===== src/rtl/button_conditioner_if.sv =====
// Board-side bundle for button_conditioner: raw inputs in, conditioned outputs out.
// master drives the raw inputs, slave is the conditioner.
interface button_conditioner_if;
  logic add_in;
  logic deduct_in;
  logic mode_in;
  logic add_pls;
  logic deduct_pls;
  logic mode_out;

  modport master (
    output add_in, deduct_in, mode_in,
    input  add_pls, deduct_pls, mode_out
  );

  modport slave (
    input  add_in, deduct_in, mode_in,
    output add_pls, deduct_pls, mode_out
  );
endinterface


===== src/rtl/button_conditioner.sv =====
// Sync + debounce + press pulses with interlock for add/deduct, level for mode.
// Define AUTO_REPEAT_EN to auto-repeat pulses while a button stays held.
module button_conditioner #(
  parameter int DEBOUNCE_CYCLES = 16,
  parameter int REPEAT_DELAY    = 64,
  parameter int REPEAT_PERIOD   = 16,
  parameter int CNT_W           = 16
) (
  input  logic clk,
  input  logic reset,
  button_conditioner_if.slave bus
);

  localparam logic [2:0] IDLE     = 3'd0;
  localparam logic [2:0] PRESS    = 3'd1;
  localparam logic [2:0] HELD     = 3'd2;
  localparam logic [2:0] REPEAT   = 3'd3;
  localparam logic [2:0] SUPPRESS = 3'd4;

  localparam logic [CNT_W-1:0] DB_LAST = CNT_W'(DEBOUNCE_CYCLES - 1);
  localparam logic [CNT_W-1:0] CNT_MAX = '1;
  // bit 0 add, bit 1 deduct, bit 2 mode
  localparam logic [2:0] RELEASED = 3'b011;

  logic [2:0]       raw;
  logic [2:0]       sync1;
  logic [2:0]       sync2;
  logic [2:0]       stable;
  logic [2:0]       accept;
  logic [CNT_W-1:0] db_cnt [3];

  logic [1:0] press;
  logic [1:0] rel;
  logic [1:0] other_down;
  logic [1:0] blocked;
  logic [1:0] fire;
  logic [1:0] pls;
  logic [2:0] state    [2];
  logic [2:0] state_nx [2];

`ifdef AUTO_REPEAT_EN
  localparam logic [CNT_W-1:0] DELAY_LAST  = CNT_W'(REPEAT_DELAY - 1);
  localparam logic [CNT_W-1:0] PERIOD_LAST = CNT_W'(REPEAT_PERIOD - 1);
  logic [CNT_W-1:0] hold    [2];
  logic [CNT_W-1:0] hold_nx [2];
`else
  logic unused_cfg;
  assign unused_cfg = ^{32'(REPEAT_DELAY), 32'(REPEAT_PERIOD)};
`endif

  assign raw = {bus.mode_in, bus.deduct_in, bus.add_in};

  always_comb begin
    for (int i = 0; i < 3; i++) begin
      accept[i] = (sync2[i] != stable[i]) &&
                  (db_cnt[i] == DB_LAST);
    end
  end

  always_ff @(posedge clk) begin
    if (!reset) begin
      sync1  <= RELEASED;
      sync2  <= RELEASED;
      stable <= RELEASED;
      for (int i = 0; i < 3; i++) db_cnt[i] <= '0;
    end else begin
      sync1 <= raw;
      sync2 <= sync1;
      for (int i = 0; i < 3; i++) begin
        if (sync2[i] == stable[i]) begin
          db_cnt[i] <= '0;
        end else if (accept[i]) begin
          stable[i] <= sync2[i];
          db_cnt[i] <= '0;
        end else if (db_cnt[i] != CNT_MAX) begin
          db_cnt[i] <= db_cnt[i] + 1'b1;
        end
      end
    end
  end

  assign press      = accept[1:0] & stable[1:0];
  assign rel        = accept[1:0] & ~stable[1:0];
  assign other_down = ~{stable[0], stable[1]};
  // simultaneous acceptance blocks both buttons
  assign blocked    = other_down | {press[0], press[1]};

  always_comb begin
    for (int b = 0; b < 2; b++) begin
      fire[b]     = 1'b0;
      state_nx[b] = state[b];
`ifdef AUTO_REPEAT_EN
      hold_nx[b]  = hold[b];
`endif
      unique case (state[b])
        IDLE: begin
          if (press[b]) begin
            if (blocked[b]) begin
              state_nx[b] = SUPPRESS;
            end else begin
              state_nx[b] = PRESS;
              fire[b]     = 1'b1;
`ifdef AUTO_REPEAT_EN
              hold_nx[b]  = '0;
`endif
            end
          end
        end
        PRESS, HELD, REPEAT: begin
          if (rel[b]) begin
            state_nx[b] = IDLE;
          end else if (other_down[b]) begin
            state_nx[b] = SUPPRESS;
          end else begin
`ifdef AUTO_REPEAT_EN
            if (hold[b] == ((state[b] == REPEAT) ?
                            PERIOD_LAST : DELAY_LAST)) begin
              fire[b]     = 1'b1;
              hold_nx[b]  = '0;
              state_nx[b] = REPEAT;
            end else begin
              state_nx[b] = (state[b] == REPEAT) ? REPEAT : HELD;
              if (hold[b] != CNT_MAX) hold_nx[b] = hold[b] + 1'b1;
            end
`else
            state_nx[b] = HELD;
`endif
          end
        end
        SUPPRESS: begin
          if (rel[b]) state_nx[b] = IDLE;
        end
        default: state_nx[b] = IDLE;
      endcase
    end
  end

  always_ff @(posedge clk) begin
    if (!reset) begin
      state[0] <= IDLE;
      state[1] <= IDLE;
      pls      <= 2'b11;
`ifdef AUTO_REPEAT_EN
      hold[0]  <= '0;
      hold[1]  <= '0;
`endif
    end else begin
      state[0] <= state_nx[0];
      state[1] <= state_nx[1];
      pls      <= ~fire;
`ifdef AUTO_REPEAT_EN
      hold[0]  <= hold_nx[0];
      hold[1]  <= hold_nx[1];
`endif
    end
  end

  assign bus.add_pls    = pls[0];
  assign bus.deduct_pls = pls[1];
  assign bus.mode_out   = stable[2];

endmodule


===== src/flat_wrapper.sv =====
// flat-port wrapper written by rule: the top's interface ports become plain ports
module button_conditioner_flat 
#(
  parameter int DEBOUNCE_CYCLES = 16,
  parameter int REPEAT_DELAY    = 64,
  parameter int REPEAT_PERIOD   = 16,
  parameter int CNT_W           = 16
)
  (clk, reset, bus_add_in, bus_deduct_in, bus_mode_in, bus_add_pls, bus_deduct_pls, bus_mode_out);
  button_conditioner_if bus_i ();
  input  logic clk;
  input  logic reset;
  input wire logic [$bits(bus_i.add_in)-1:0] bus_add_in;
  input wire logic [$bits(bus_i.deduct_in)-1:0] bus_deduct_in;
  input wire logic [$bits(bus_i.mode_in)-1:0] bus_mode_in;
  output wire logic [$bits(bus_i.add_pls)-1:0] bus_add_pls;
  output wire logic [$bits(bus_i.deduct_pls)-1:0] bus_deduct_pls;
  output wire logic [$bits(bus_i.mode_out)-1:0] bus_mode_out;
  assign bus_i.add_in = bus_add_in;
  assign bus_i.deduct_in = bus_deduct_in;
  assign bus_i.mode_in = bus_mode_in;
  assign bus_add_pls = bus_i.add_pls;
  assign bus_deduct_pls = bus_i.deduct_pls;
  assign bus_mode_out = bus_i.mode_out;
  button_conditioner #(.DEBOUNCE_CYCLES(DEBOUNCE_CYCLES), .REPEAT_DELAY(REPEAT_DELAY), .REPEAT_PERIOD(REPEAT_PERIOD), .CNT_W(CNT_W)) u_core (.clk(clk), .reset(reset), .bus(bus_i));
endmodule

===== config.mk =====
export PLATFORM = sky130hd
export DESIGN_NAME = button_conditioner_flat
export DESIGN_NICKNAME = d
export VERILOG_FILES = /design/src/rtl/button_conditioner_if.sv /design/src/rtl/button_conditioner.sv /design/src/flat_wrapper.sv
export SDC_FILE = /design/constraint.sdc
export NUM_CORES = 1
export LEC_CHECK = 0
export CORE_UTILIZATION = 64
export CTS_BUF_LIST = sky130_fd_sc_hd__clkbuf_4 sky130_fd_sc_hd__clkbuf_8
export CTS_CLUSTER_SIZE = 30
export DETAILED_ROUTE_END_ITERATION = 6
export GPL_TIMING_DRIVEN = 0
export PLACE_DENSITY = 0.84
export SETUP_SLACK_MARGIN = 0.5
export SLEW_MARGIN = 15
export SYNTH_ARGS = -nofsm -noshare
export SYNTH_HDL_FRONTEND = slang
export SYNTH_SLANG_ARGS = --single-unit

===== constraint.sdc =====
create_clock -name clk -period 2.35 [get_ports clk]
set_input_delay 0.235 -clock clk [delete_from_list [all_inputs] [get_ports clk]]
set_output_delay 0.235 -clock clk [all_outputs]
set_load 0.01 [all_outputs]

Word-level counts from Yosys, hierarchy flattened

Memory sizes are Yosys's and may differ from the RTL's.
Cells that the tools add are included.
W data, S select, Z words.

Flip-flop bits (word level): 11
RAM bits: 54
Output and inout port bits: 3
Logic and storage cells: 128
Memories kept: 2

Memories:

| name          | depth | width | rd ports | clocked after memory_dff | write ports | line                     | RTL |
|---|---|---|---|---|---|---|---|
| u_core.db_cnt | 3     | 16    | 3        | 0                        | 3           | button_conditioner.sv:30 | `logic [CNT_W-1:0] db_cnt [3];` |
| u_core.state  | 2     | 3     | 2        | 0                        | 2           | button_conditioner.sv:38 | `logic [2:0] state [2];` |

Add/sub/neg operators: 3
Equality and inequality tests: 20
Muxes and demuxes: 67
Bitwise logic cells: 20
Reductions and logical operators: 10

Operators with widths:

| operator                | count |
|---|---|
| $mux W16                | 9 |
| $add A16 B1 Y16 const B | 3 |
| $eq A16 B4 Y1 const B   | 3 |
| $ne A16 B16 Y1 const B  | 3 |
| $mux W1                 | 44 |
| $mux W3                 | 12 |
| $pmux W3 S3             | 2 |
| $eq A3 B2 Y1 const B    | 4 |
| $or A1 B1 Y1            | 11 |
| $eq A3 B1 Y1 const B    | 2 |
| $eq A3 B3 Y1 const B    | 2 |
| $logic_not A3 Y1        | 2 |
| $not A2 Y2              | 3 |
| $reduce_and A2 Y1       | 3 |
| $reduce_or A3 Y1        | 2 |
| $and A2 B2 Y2           | 2 |
| $eq A1 B1 Y1            | 3 |
| $logic_and A1 B1 Y1     | 3 |
| $ne A1 B1 Y1            | 3 |
| $not A1 Y1              | 3 |
| $or A2 B2 Y2            | 1 |

Logic depth before layout (Yosys ltp)

Gate-level depths: netlist (run 1).
An unclocked memory read counts as a cell.

Word-level depth: 9
Depth in mapped cells: 7
Depth with buffers taken out: 6

Worst setup path before layout (run 1)

OpenSTA, ideal clock, no wires.

Path type: register to register
From: mem u_core.db_cnt[0][0]
To: mem u_core.db_cnt[0][0] (enable)
Arrival time: 1702 ps
Data required time: 2017 ps
Slack: 315 ps
Stages on the path, launching flop included: 6
Clock period less this slack: 2035 ps
Cell sequence: edfxtp_1 > ha_1 > nand3_1 > nor2_1 > nand4_1 > or3_1

RTL lines:

| what            | line |
|---|---|
| start, declared | button_conditioner.sv:30 |

==> results of run 1 <==
==> routing by layer <==
metal / part of all wire [%] / track usage (%)
met2: 51 / 44.5
met3: 6.6 / 10.4
met4: 4.0 / 10.5
met5: 0 / 0
met1: 38 / 35.0
==> registers in the layout, summed over array words and instances (netlist names) <==
| signal | cells |
|---|---|
| u_core.stable | 3 |
| u_core.pls | 2 |
| u_core.sync1 | 3 |
| u_core.sync2 | 3 |
| u_core.state | 6 |
| u_core.db_cnt | 48 |
==> worst max-delay path by stage <==
stage | from | to | slack (ns)
6_report | u_core.db_cnt[0][13] | u_core.pls[0] | 0.38
5_1_grt | u_core.db_cnt[0][13] | u_core.pls[0] | 0.35
4_1_cts | u_core.db_cnt[0][7] | u_core.pls[0] | 0.40
3_5_place_dp | u_core.db_cnt[2][0] | u_core.db_cnt[2][9] | 0.06
3_3_place_gp | u_core.db_cnt[2][6] | u_core.db_cnt[2][7] | 0.18
2_1_floorplan | u_core.db_cnt[2][6] | u_core.db_cnt[2][0] | 0.47
==> critical path, cell delays in order, from the launching register on <==
cell,delay [ns]
edfxtp_1,0.46
nor4_4,0.37
nand4_2,0.17
or4_4,0.52
or3_1,0.33
==> where the power goes <==
part | internal (µW) | switching [µW] | total [µW]
Clock | 647 | 447 | 1090
Sequential | 1220 | 4.24 | 1230
Combinational | 28.5 | 27.5 | 56.0
==> final cells by class <==
| type | count | area share (%) |
|---|---|---|
| Sequential cell | 65 | 40.1 |
| Inverter | 9 | 0.761 |
| Clock buffer | 13 | 3.47 |
| Multi-Input combinational cell | 235 | 39.3 |
| Timing Repair Buffer | 64 | 11.8 |
| Tap cell | 67 | 1.89 |
| Clock inverter | 3 | 1.49 |
| Buffer | 5 | 1.18 |
==> timing repair <==
| item | in CTS | in global routing |
|---|---|---|
| cloned | 2 | 1 |
| setup buffers | 23 | 32 |
| resized for setup | 31 | 43 |
| endpoints found under the hold margin | 0 | 0 |
| pin swaps | 12 | 25 |
| endpoints found under the setup margin | 84 | 86 |
==> cell usage in the layout (no fill, tap or decap), types with 2 or more instances in the layout <==
cell type        instances
nand3_1                 17
and3_4                   4
and2_1                   4
and4_1                   3
nand3_2                  3
ha_4                     2
or3_4                    2
inv_1                    9
nand2b_1                 7
xor2_1                  20
nor3_1                   3
nand2b_4                 2
or4_4                    2
and3_1                   6
nand4_1                 11
or3_1                    3
buf_6                    3
edfxtp_1                48
dfxtp_1                 17
nor4_1                   2
buf_8                    2
nor2_2                   4
nand2_1                 16
nor4_2                   3
xnor2_1                 24
nor2_1                  54
or2_4                    2
mux2i_1                  3
nor4_4                   5
clkbuf_8                 9
nor2b_1                  3
buf_4                   55
nor2_4                  11
bufinv_16                2
clkbuf_4                 4
clkdlybuf4s50_1          7
==> logic make-up after synthesis <==
logic type / count (synthesis) / synth area share, %
AND/OR/NAND/NOR: 176 / 28.2
flip-flops: 65 / 54.4
XOR/XNOR: 44 / 11.8
buffers and inverters: 14 / 1.72
AO/OA/AOI/OAI: 7 / 1.60
multiplexers: 4 / 1.26
adder cells (fa/ha/maj): 3 / 1.15
==> stage by stage <==
step / std cells / hold slack, ns / setup WS, ns / cell area, µm² / total power (µW)
after floorplan: 313 / 0.308 / 0.471 / 3300 / 1270
after global placement: 387 / 0.391 / 0.184 / 3450 / 1280
after detailed placement: 387 / 0.400 / 0.0636 / 3450 / 1280
after CTS: 428 / 0.425 / 0.395 / 3990 / 2340
after global routing: 461 / 0.434 / 0.347 / 4440 / 2410
final: 461 / 0.423 / 0.376 / 4440 / 2380
==> metrics.md, run 1 <==
| Metric | Value |
|---|---|
| Outcome | `completed` |
| Hold path startpoint | `u_core.sync1[0]` |
| RSZ-0062 raised after global routing | `true` |
| Clock-pin slew on the worst setup and hold paths | `0.08 ns` |
| Final Setup Violations | `0` |
| Mapped cell area | `3280 µm²` |
| Prevailing post-synth register cell | `edfxtp_1` |
| Avg Synthesized Cell Area | `10.5 µm²` |
| Max Freq | `0.507 GHz` |
| Critical Path AT | `2.20 ns` |
| Number of DRC markers in iteration 0 | `369` |
| Post-synth EDFFs | `48` |
| Die width | `73.6 µm` |
| Core area | `4820 µm²` |
| Ys async rst share | `0%` |
| Final Max Tran Viols | `0` |
| Worst Path Max Fanout | `2` |
| Remaining DRCs | `0` |
| Clk root buf | `clkbuf_8` |
| Clk buf depth | `2` |
| R2R Path Start | `u_core.db_cnt[0][13]` |
| Via count | `2986` |
| Post-layout min period | `1.97 ns` |
| Synthesized net count | `321` |
| # Max-Cap Violations | `0` |
| FF+latch count, synth | `65` |
| Startpoint Class | `flip-flop` |
| Clk sink count | `65` |
| Fraction of layout cells with a size suffix above 1 | `32.2%` |
| Post-layout util | `92.2%` |
| Largest net degree at the start of global routing | `17` |
| Clock skew | `0.0183 ns` |
| Clock latency on the worst-skew pair | `0.36 ns` |
| Crit end category | `flip-flop` |
| Seq/Total Area, Yosys | `54.4%` |
| Min-Delay Path Class | `reg -> reg` |
| Wirelength per Cell | `22.0 µm` |
| WP data required | `2.58 ns` |
| Hold path cells | `1` |
| CTS buffer count | `9` |
| Top-count cell post-synth | `nor2_1` |
| Top Ports | `8` |
| Multi-input logic area | `1750 µm²` |
| Die area | `5410 µm²` |
| Slew HR | `68.9%` |
| CTS tree | `yes` |
| Post-CTS Hold Fix Bufs | `0` |
| Largest cells by area after synthesis | `edfxtp_1 44%, dfxtp_1 10%, nor2_1 7.9%, xnor2_1 6.4%, xor2_1 5.3%` |
| First-pass GRT wire length | `11000 µm` |
| Worst slew pin tran | `0.465 ns` |
| Hold Vio Cnt, Final | `0` |
| Total Routed Length | `10200 µm` |
| Number of global-route vias before repair | `2375` |
| R2R setup slack | `0.38 ns` |
| Distinct cells, synth | `39` |
| Synth area leader | `edfxtp_1` |
| Post-synth top cells | `69 x nor2_1, 48 x edfxtp_1, 24 x xnor2_1, 21 x nand3_1, 20 x xor2_1` |
| Final worst path period share | `84.0%` |
| Post-synth top area share | `44.0%` |
| Layout Nets | `397` |
| ANT nets after route | `0` |
| Pleak | `0.00170 µW` |
| Power per cell area | `535 nW/µm²` |
| Crit Path Class | `reg -> reg` |
| Placer Congestion | `0.776` |
| FF+latch area | `1780 µm²` |
| H-Tree Depth | `3` |
| Endpoint, Worst Hold | `u_core.sync2[0]` |
| Area Overhead vs Synth | `35.5%` |
| IO buf count | `7` |
| RR Endpoint | `u_core.pls[0]` |
| Die Span Y | `73.6 µm` |
| Setup_tns | `0 ns` |
| # rows | `25` |
| Vias per inst | `6.48` |
| Initial core utilization | `68.1%` |
| Antenna diodes | `0` |
| Ys Warns | `0` |
| Fillcell total | `176` |
| Hpwl dp | `3830 µm` |
| First drt pass iteration count | `5` |
| Initial antenna violation count | `0` |
| R2R cell count | `4` |
| Mapped Cells | `313` |
| Peak supply drop | `0.000540 V` |
| Gr usage total | `28.1%` |
| Gr ovfl total | `0` |
(Power assumes the default switching activity.)
==> run 2: changes to the inputs <==
clock period = 2.05 ns   (was 2.35 ns; I/O delays follow)
==> run 2 against run 1 <==
Net effect:
- the run now fails in global routing (5_1_grt)
- area after synthesis unchanged
- synthesized cell count did not move
==> metrics.md, run 2 <==
| Metric | Value |
|---|---|
| Outcome | `aborted with a tool error` |
| Exit stage | `global routing (5_1_grt)` |
| Log Error | `[ERROR GRT-0232] Routing congestion too high. Check the congestion heatmap in the GUI.` |
| Post-synth top cells | `69 x nor2_1, 48 x edfxtp_1, 24 x xnor2_1, 21 x nand3_1, 20 x xor2_1` |
| FF+latch count, synth | `65 (unchanged)` |
| Synth area leader | `edfxtp_1` |
| Initial core utilization | `68.1% (unchanged)` |
| Die Span Y | `73.6 µm (unchanged)` |
| Ys async rst share | `0% (unchanged)` |
| # rows | `25 (unchanged)` |
| Mapped cell area | `3280 µm² (unchanged)` |
| Avg Synthesized Cell Area | `10.5 µm² (unchanged)` |
| Synthesized net count | `321 (unchanged)` |
| Gr ovfl total | `132` |
| Largest cells by area after synthesis | `edfxtp_1 44%, dfxtp_1 10%, nor2_1 7.9%, xnor2_1 6.4%, xor2_1 5.3%` |
| Hpwl dp | `4010 µm (+4.7%)` |
| Die width | `73.6 µm (unchanged)` |
| Placed cell count | `387 (unchanged)` |
| Clk sink count | `65 (unchanged)` |
| Seq/Total Area, Yosys | `54.4% (unchanged)` |
| H-Tree Depth | `3 (unchanged)` |
| CTS buffer count | `9 (unchanged)` |
| Grt repair worst endpoint | `u_core.pls[0]$_SDFF_PN1_/D` |
| IO buf count | `7 (unchanged)` |
| Distinct cells, synth | `39 (unchanged)` |
| Placer Congestion | `0.806 (+3.9%)` |
| Prevailing post-synth register cell | `edfxtp_1` |
| Worst EP kind | `register input` |
| Top Ports | `8 (unchanged)` |
| Gr usage total | `82.1%` |
| Post-CTS Hold Fix Bufs | `0 (unchanged)` |
| Clk buf depth | `2 (unchanged)` |
| Clk root buf | `clkbuf_8` |
| Top-count cell post-synth | `nor2_1` |
| Ys Warns | `0 (unchanged)` |
| Largest net degree at the start of global routing | `17` |
| Post-synth EDFFs | `48 (unchanged)` |
| Post-synth top area share | `44.0% (unchanged)` |
| Mapped Cells | `313 (unchanged)` |
## run 2: metrics by stage
stage	instance area [µm²]	hold slack [ns]	utilization (%)	setup WS, ns
floorplan	3410	0.278	-	0.207
global placement	3570	0.390	74.0	0.0172
detailed placement	3570	0.400	74.0	0.0405
CTS	4270	0.419	88.6	0.118
## run 2: timing repair
action	CTS
pin swaps	18
setup buffers	40
endpoints found under the setup margin	102
resized for setup	46
gates cloned	4
endpoints found under the hold margin	0
## run 2: kinds of logic after synthesis
| kind of cell | after synthesis | synth area share, % |
|---|---|---|
| fa+ha+maj | 3 | 1.15 |
| buf+inv | 14 | 1.72 |
| flops | 65 | 54.4 |
| compound gates | 7 | 1.60 |
| mux | 4 | 1.26 |
| xor+xnor | 44 | 11.8 |
| simple gates | 176 | 28.2 |
## run 2: routing by layer
layer | overflow | global-route usage (%)
met2 | 56 | 98.7
met3 | 1 | 59.1
met1 | 0 | 81.6
met5 | 0 | 6.06
met4 | 75 | 100
==> run 3: changes to the inputs <==
CORE_UTILIZATION = 40   (was 64)
CTS_BUF_LIST = default   (was sky130_fd_sc_hd__clkbuf_4 sky130_fd_sc_hd__clkbuf_8)
CTS_CLUSTER_SIZE = default   (was 30)
PLACE_DENSITY = default   (was 0.84)
PLACE_DENSITY_LB_ADDON = 0.15   (was default)
SETUP_SLACK_MARGIN = default   (was 0.5)
==> run 3 against run 2 <==
Net effect:
- the flow now finishes without violations
==> metrics.md, run 3 (synthesis results as in run 1) <==
| Metric | Value |
|---|---|
| Vias per inst | `4.99` |
| Multi-input logic area | `1560 µm²` |
| Hold slack | `0.412 ns` |
| Crit end category | `flip-flop` |
| Clk root buf | `clkbuf_8` |
| CTS buffer count | `9 (unchanged)` |
| Setup_tns | `0 ns` |
| Clock-pin slew on the worst setup and hold paths | `0.08 ns` |
| Power per cell area | `680 nW/µm²` |
| Final Setup Violations | `0` |
| Area Overhead vs Synth | `20.4%` |
| Die Span Y | `92.5 µm (+26%)` |
| ANT nets after route | `0` |
| Critical-path cell list | `and4_2 > and3_1 > nand4_1 > or3_4` |
| Core area | `7810 µm²` |
| Number of global-route vias before repair | `2165` |
| Post-layout min period | `1.98 ns` |
| Top Ports | `8 (unchanged)` |
| # rows | `32 (+28%)` |
| Fillcell total | `726` |
| Initial core utilization | `42.0% (-26 points)` |
| Wirelength per Cell | `13.2 µm` |
| Die area | `8560 µm²` |
| Die width | `92.5 µm (+26%)` |
| Peak supply drop | `0.000312 V` |
| Min-Delay Path Class | `in -> reg` |
| Final worst setup slack | `0.0658 ns` |
| Worst Path Max Fanout | `8` |
| FF+latch area | `1780 µm²` |
| First-pass GRT wire length | `10300 µm` |
| M2 GR Usage | `22.8%` |
| Largest reg by FF count | `u_core.db_cnt` |
| Fraction of layout cells with a size suffix above 1 | `17.6%` |
| Critical Path AT | `2.07 ns` |
| Clock latency on the worst-skew pair | `0.34 ns` |
| Hold Vio Cnt, Final | `0` |
| Pleak | `0.00144 µW` |
| Dpl ws | `-0.415 ns (-0.455 ns)` |
| Placer Congestion | `0.738 (-8.5%)` |
| Clk sink count | `65 (unchanged)` |
| Max FFs per register | `48` |
| CTS tree | `yes` |
| IO buf count | `7 (unchanged)` |
| GR peak layer | `met2` |
| Largest registers | `u_core.db_cnt: 48 flops, u_core.state: 6 flops` |
| Largest net degree at the start of global routing | `17` |
| Commonest non-fill, non-tap cell in the layout | `nor2_1` |
| H-Tree Depth | `3 (unchanged)` |
| WP data required | `2.13 ns` |
| Delay of the slowest critical-path stage | `0.51 ns` |
| Outcome | `completed` |
| Max Freq | `0.504 GHz` |
| First drt pass iteration count | `4` |
| Via count | `2267` |
| Initial antenna violation count | `0` |
| Met3 usage | `4.19%` |
| Slew HR | `71.0%` |
| Clk buf depth | `2 (unchanged)` |
| Slowest cell on crit path | `or3_4` |
| Clock skew | `0.00977 ns` |
| Post-layout util | `50.6%` |
| Gr ovfl total | `0` |
| Crit Path Class | `reg -> reg` |
| Final worst path period share | `96.8%` |
| Gr usage total | `15.6%` |
| GR Util met1 | `21.4%` |
| Most frequent cells in the layout | `66 x nor2_1, 48 x edfxtp_1, 24 x xnor2_1, 20 x xor2_1, 18 x nand3_1` |
| Startpoint Class | `flip-flop` |
| # Max-Cap Violations | `0` |
| RSZ-0062 raised after global routing | `true` |
| Final Max Tran Viols | `0` |
| Number of DRC markers in iteration 0 | `73` |
| Worst slew pin tran | `0.435 ns` |
| Remaining DRCs | `0` |
| Hpwl dp | `3850 µm (-4.1%)` |
| Layout Nets | `355` |
| Total Routed Length | `6000 µm` |
| Antenna diodes | `0` |
## run 3: final timing paths
path / depth (start not counted) / slack, ns / endpoint / from
min: 2 / 0.41 / u_core.sync1[1] / bus_deduct_in
max reg2reg: 4 / 0.07 / u_core.db_cnt[0][8] / u_core.db_cnt[0][7]
min reg2reg: 1 / 0.41 / u_core.sync2[0] / u_core.sync1[0]
max: 4 / 0.07 / u_core.db_cnt[0][8] / u_core.db_cnt[0][7]
## run 3: metrics by stage
step           std cells  area [µm²]  total power, µW
2_1_floorplan        313        3280             1450
3_3_place_gp         422        3480             1470
3_5_place_dp         422        3480             1470
4_1_cts              445        3830             2710
5_1_grt              454        3950             2770
6_report             454        3950             2690
## run 3: area by class of cell
type / count / area share, %
Clock inverter: 4 / 0.824
Clock buffer: 12 / 5.04
Tap cell: 102 / 3.23
Multi-Input combinational cell: 235 / 39.5
Timing Repair Buffer: 23 / 4.82
Sequential cell: 65 / 45.1
Buffer: 4 / 0.602
Inverter: 9 / 0.856
## run 3: metal layers
layer | vias to the layer above | wire [µm]
met5 | - | 0
met1 | 1051 | 3150
met3 | 5 | 202
met2 | 40 | 2590
met4 | 0 | 60
li1 | 1171 | -
## run 3: timing repair
action                                  in CTS  in global routing
buffers inserted                             6                 10
pin swaps                                    3                  6
hold endpoints to repair                     0                  0
cloned                                       1                  0
resized for setup                           17                 10
endpoints found under the setup margin      79                 48
hold buffers                                 0                  0
## run 3: power by group
group | internal [µW] | switching [µW] | total (µW) | leakage (µW)
clock | 675 | 564 | 1240 | 0.000120
combinational | 22.2 | 21.1 | 43.3 | 0.000586
sequential | 1400 | 4.72 | 1400 | 0.000730
total | 2100 | 590 | 2690 | 0.00144
## run 3: worst max-delay path: cells and delay by family (launching register included)
kind | cells | cell delay [ns]
flip-flops | 1 | 0.47
AND/OR/NAND/NOR | 4 | 1.25
==> run 4: changes to the inputs <==
CORE_MARGIN = 3   (was default)
CTS_CLUSTER_DIAMETER = 80   (was default)
==> run 4 against run 3 <==
Net effect:
- sequential power barely moved
- combinational power is 2% lower
- sequential share of layout area up 0.11 points
- critical endpoint is now u_core.pls[0]
- flip-flop and latch count is the same
==> metrics.md, run 4 (synthesis results as in run 1) <==
| Metric | Value |
|---|---|
| Critical Path AT | `2.19 ns (+0.12 ns)` |
| Initial antenna violation count | `0 (unchanged)` |
| # rows | `32 (unchanged)` |
| Post-layout min period | `1.97 ns (-0.0148 ns)` |
| Comb pwr share | `1.7% (about the same)` |
| CTS buffer count | `9 (unchanged)` |
| Clk buf depth | `2 (unchanged)` |
| Clock skew | `0.00635 ns (-0.00341 ns)` |
| Clock-pin slew on the worst setup and hold paths | `0.07 ns (about the same)` |
| Crit end category | `flip-flop` |
| Sw Pwr | `547 µW (-7.2%)` |
| Flop pwr share | `55.8% (+3.5 points)` |
| Total Routed Length | `6030 µm (+0.55%)` |
| Final worst setup slack | `0.0807 ns (+0.0148 ns)` |
| Layout Nets | `357 (+0.56%)` |
| Largest registers | `u_core.db_cnt: 48 flops, u_core.state: 6 flops` |
| Vias per inst | `5.06 (+1.3%)` |
| First drt pass iteration count | `4 (unchanged)` |
| Final Max Tran Viols | `0 (unchanged)` |
| Initial core utilization | `41.8% (-0.21 points)` |
| Pleak | `0.00144 µW (about the same)` |
| Largest net degree at the start of global routing | `17 (unchanged)` |
| Max Freq | `0.508 GHz (+0.75%)` |
| Gr usage total | `14.4% (-1.2 points)` |
| Fin area | `3940 µm² (-0.25%)` |
| H-Tree Depth | `3 (unchanged)` |
| Die area | `9320 µm² (+8.8%)` |
| Hold Vio Cnt, Final | `0 (unchanged)` |
| ANT nets after route | `0 (unchanged)` |
| Number of global-route vias before repair | `2184 (+0.88%)` |
| Clock latency on the worst-skew pair | `0.34 ns (about the same)` |
| Wirelength per Cell | `13.2 µm (+0.11%)` |
| Placer Congestion | `0.787 (+6.6%)` |
| Largest reg by FF count | `u_core.db_cnt` |
| Slowest cell on crit path | `or4_4` |
| Multi-input logic area | `1570 µm² (+0.48%)` |
| Max FFs per register | `48 (unchanged)` |
| Clk root buf | `clkbuf_8` |
| Post-CTS Hold Fix Bufs | `0 (unchanged)` |
| Gr ovfl total | `0 (unchanged)` |
| Via count | `2307 (+1.8%)` |
| Internal power | `1970 µW (-6.0%)` |
| Final Setup Violations | `0 (unchanged)` |
| Net Sw Frac | `21.7% (-0.23 points)` |
| Commonest non-fill, non-tap cell in the layout | `nor2_1` |
| Remaining DRCs | `0 (unchanged)` |
| FF+latch area | `1780 µm² (unchanged)` |
| Most frequent cells in the layout | `66 x nor2_1, 48 x edfxtp_1, 24 x xnor2_1, 20 x xor2_1, 18 x buf_4` |
| CTS tree | `yes` |
| Critical-path cell list | `ha_1 > and3_1 > nand4_2 > or4_4 > or3_1` |
| # Max-Cap Violations | `0 (unchanged)` |
| Worst Path Max Fanout | `4 (-4)` |
| Antenna diodes | `0 (unchanged)` |
| Clk sink count | `65 (unchanged)` |
| Dpl ws | `-0.408 ns (+0.00705 ns)` |
| First-pass GRT wire length | `10300 µm (+0.40%)` |
| Power per cell area | `640 nW/µm² (-6.0%)` |
| Slew HR | `70.9% (about the same)` |
| Outcome | `completed` |
| Peak supply drop | `0.000345 V (+11%)` |
| Startpoint Class | `flip-flop` |
| Dpl cell area | `3480 µm² (unchanged)` |
| Hpwl dp | `3920 µm (+1.9%)` |
| Fillcell total | `740 (+1.9%)` |
| Area Overhead vs Synth | `20.1%` |
| WP data required | `2.27 ns (+0.14 ns)` |
| Top Ports | `8 (unchanged)` |
| Crit Path Class | `reg -> reg` |
| Worst slew pin tran | `0.436 ns (+0.000926 ns)` |
| Fraction of layout cells with a size suffix above 1 | `18.4% (+0.75 points)` |
| Delay of the slowest critical-path stage | `0.52 ns (about the same)` |
| Final worst path period share | `96.1% (-0.72 points)` |
| Die width | `96.5 µm (+4.3%)` |
| Die Span Y | `96.5 µm (+4.3%)` |
| Core area | `7850 µm² (+0.51%)` |
| Number of DRC markers in iteration 0 | `99 (+36%)` |
| IO buf count | `7 (unchanged)` |
| Clock power share | `42.6% (-3.5 points)` |
| Min-Delay Path Class | `reg -> reg` |
## run 4: through the flow
step | setup TNS [ns] | utilization (%) | instances | power, µW | hold WS (ns)
final | 0 | 50.2 | 456 | 2520 | 0.414
after global routing | -0.00956 | 50.2 | 456 | 2620 | 0.411
after CTS | 0 | 48.4 | 444 | 2560 | 0.400
after floorplan | 0 | - | 313 | 1450 | 0.278
after detailed placement | -21.44 | 44.3 | 422 | 1470 | 0.399
after global placement | -21.20 | 44.3 | 422 | 1470 | 0.390
## run 4: area by class of cell
type	instances	share of cell area, %
clock buffers	11	4.13
plain buffers	4	0.699
flip-flops and latches	65	45.2
repair buffers	25	5.21
clock inverters	5	0.826
inverters	9	0.858
well taps	102	3.24
multi-input cells	235	39.8
## run 4: final timing paths
check                                  endpoint                 from  cells after the start  slack, ns
worst max-delay path              u_core.pls[0]  u_core.db_cnt[0][0]                      5       0.08
worst min-delay path            u_core.sync2[1]      u_core.sync1[1]                      1       0.41
worst max register to register    u_core.pls[0]  u_core.db_cnt[0][0]                      5       0.08
worst min register to register  u_core.sync2[1]      u_core.sync1[1]                      1       0.41
## run 4: what timing repair did
item / 4_1_cts / 5_1_grt
gates resized for setup: 19 / 10
buffers inserted: 5 / 13
gates cloned: 1 / 0
endpoints found under the hold margin: 0 / 0
pin swaps: 2 / 5
endpoints found under the setup margin: 79 / 48
## run 4: critical path: cells and delay by family, from the launching register on
family,cells,cell delay [ns]
flip-flops,1,0.40
adder cells (fa/ha/maj),1,0.24
AND/OR/NAND/NOR,4,1.22
## run 4: power by group through the flow
| stage | logic (µW) | registers, µW | clock network (µW) |
|---|---|---|---|
| after floorplan | 20.9 | 1430 | 0 |
| after global placement | 36.5 | 1430 | 0 |
| after detailed placement | 36.5 | 1430 | 0 |
| after CTS | 38.9 | 1400 | 1110 |
| after global routing | 48.0 | 1410 | 1170 |
| final | 42.4 | 1400 | 1070 |
## run 4: per-layer routing
layer | global-route usage (%) | wire, µm | up-vias
li1 | - | - | 1182
met1 | 20.0 | 3030 | 1103
met2 | 21.6 | 2810 | 18
met3 | 2.87 | 138 | 4
met4 | 6.66 | 57 | 0
met5 | 0 | 0 | -
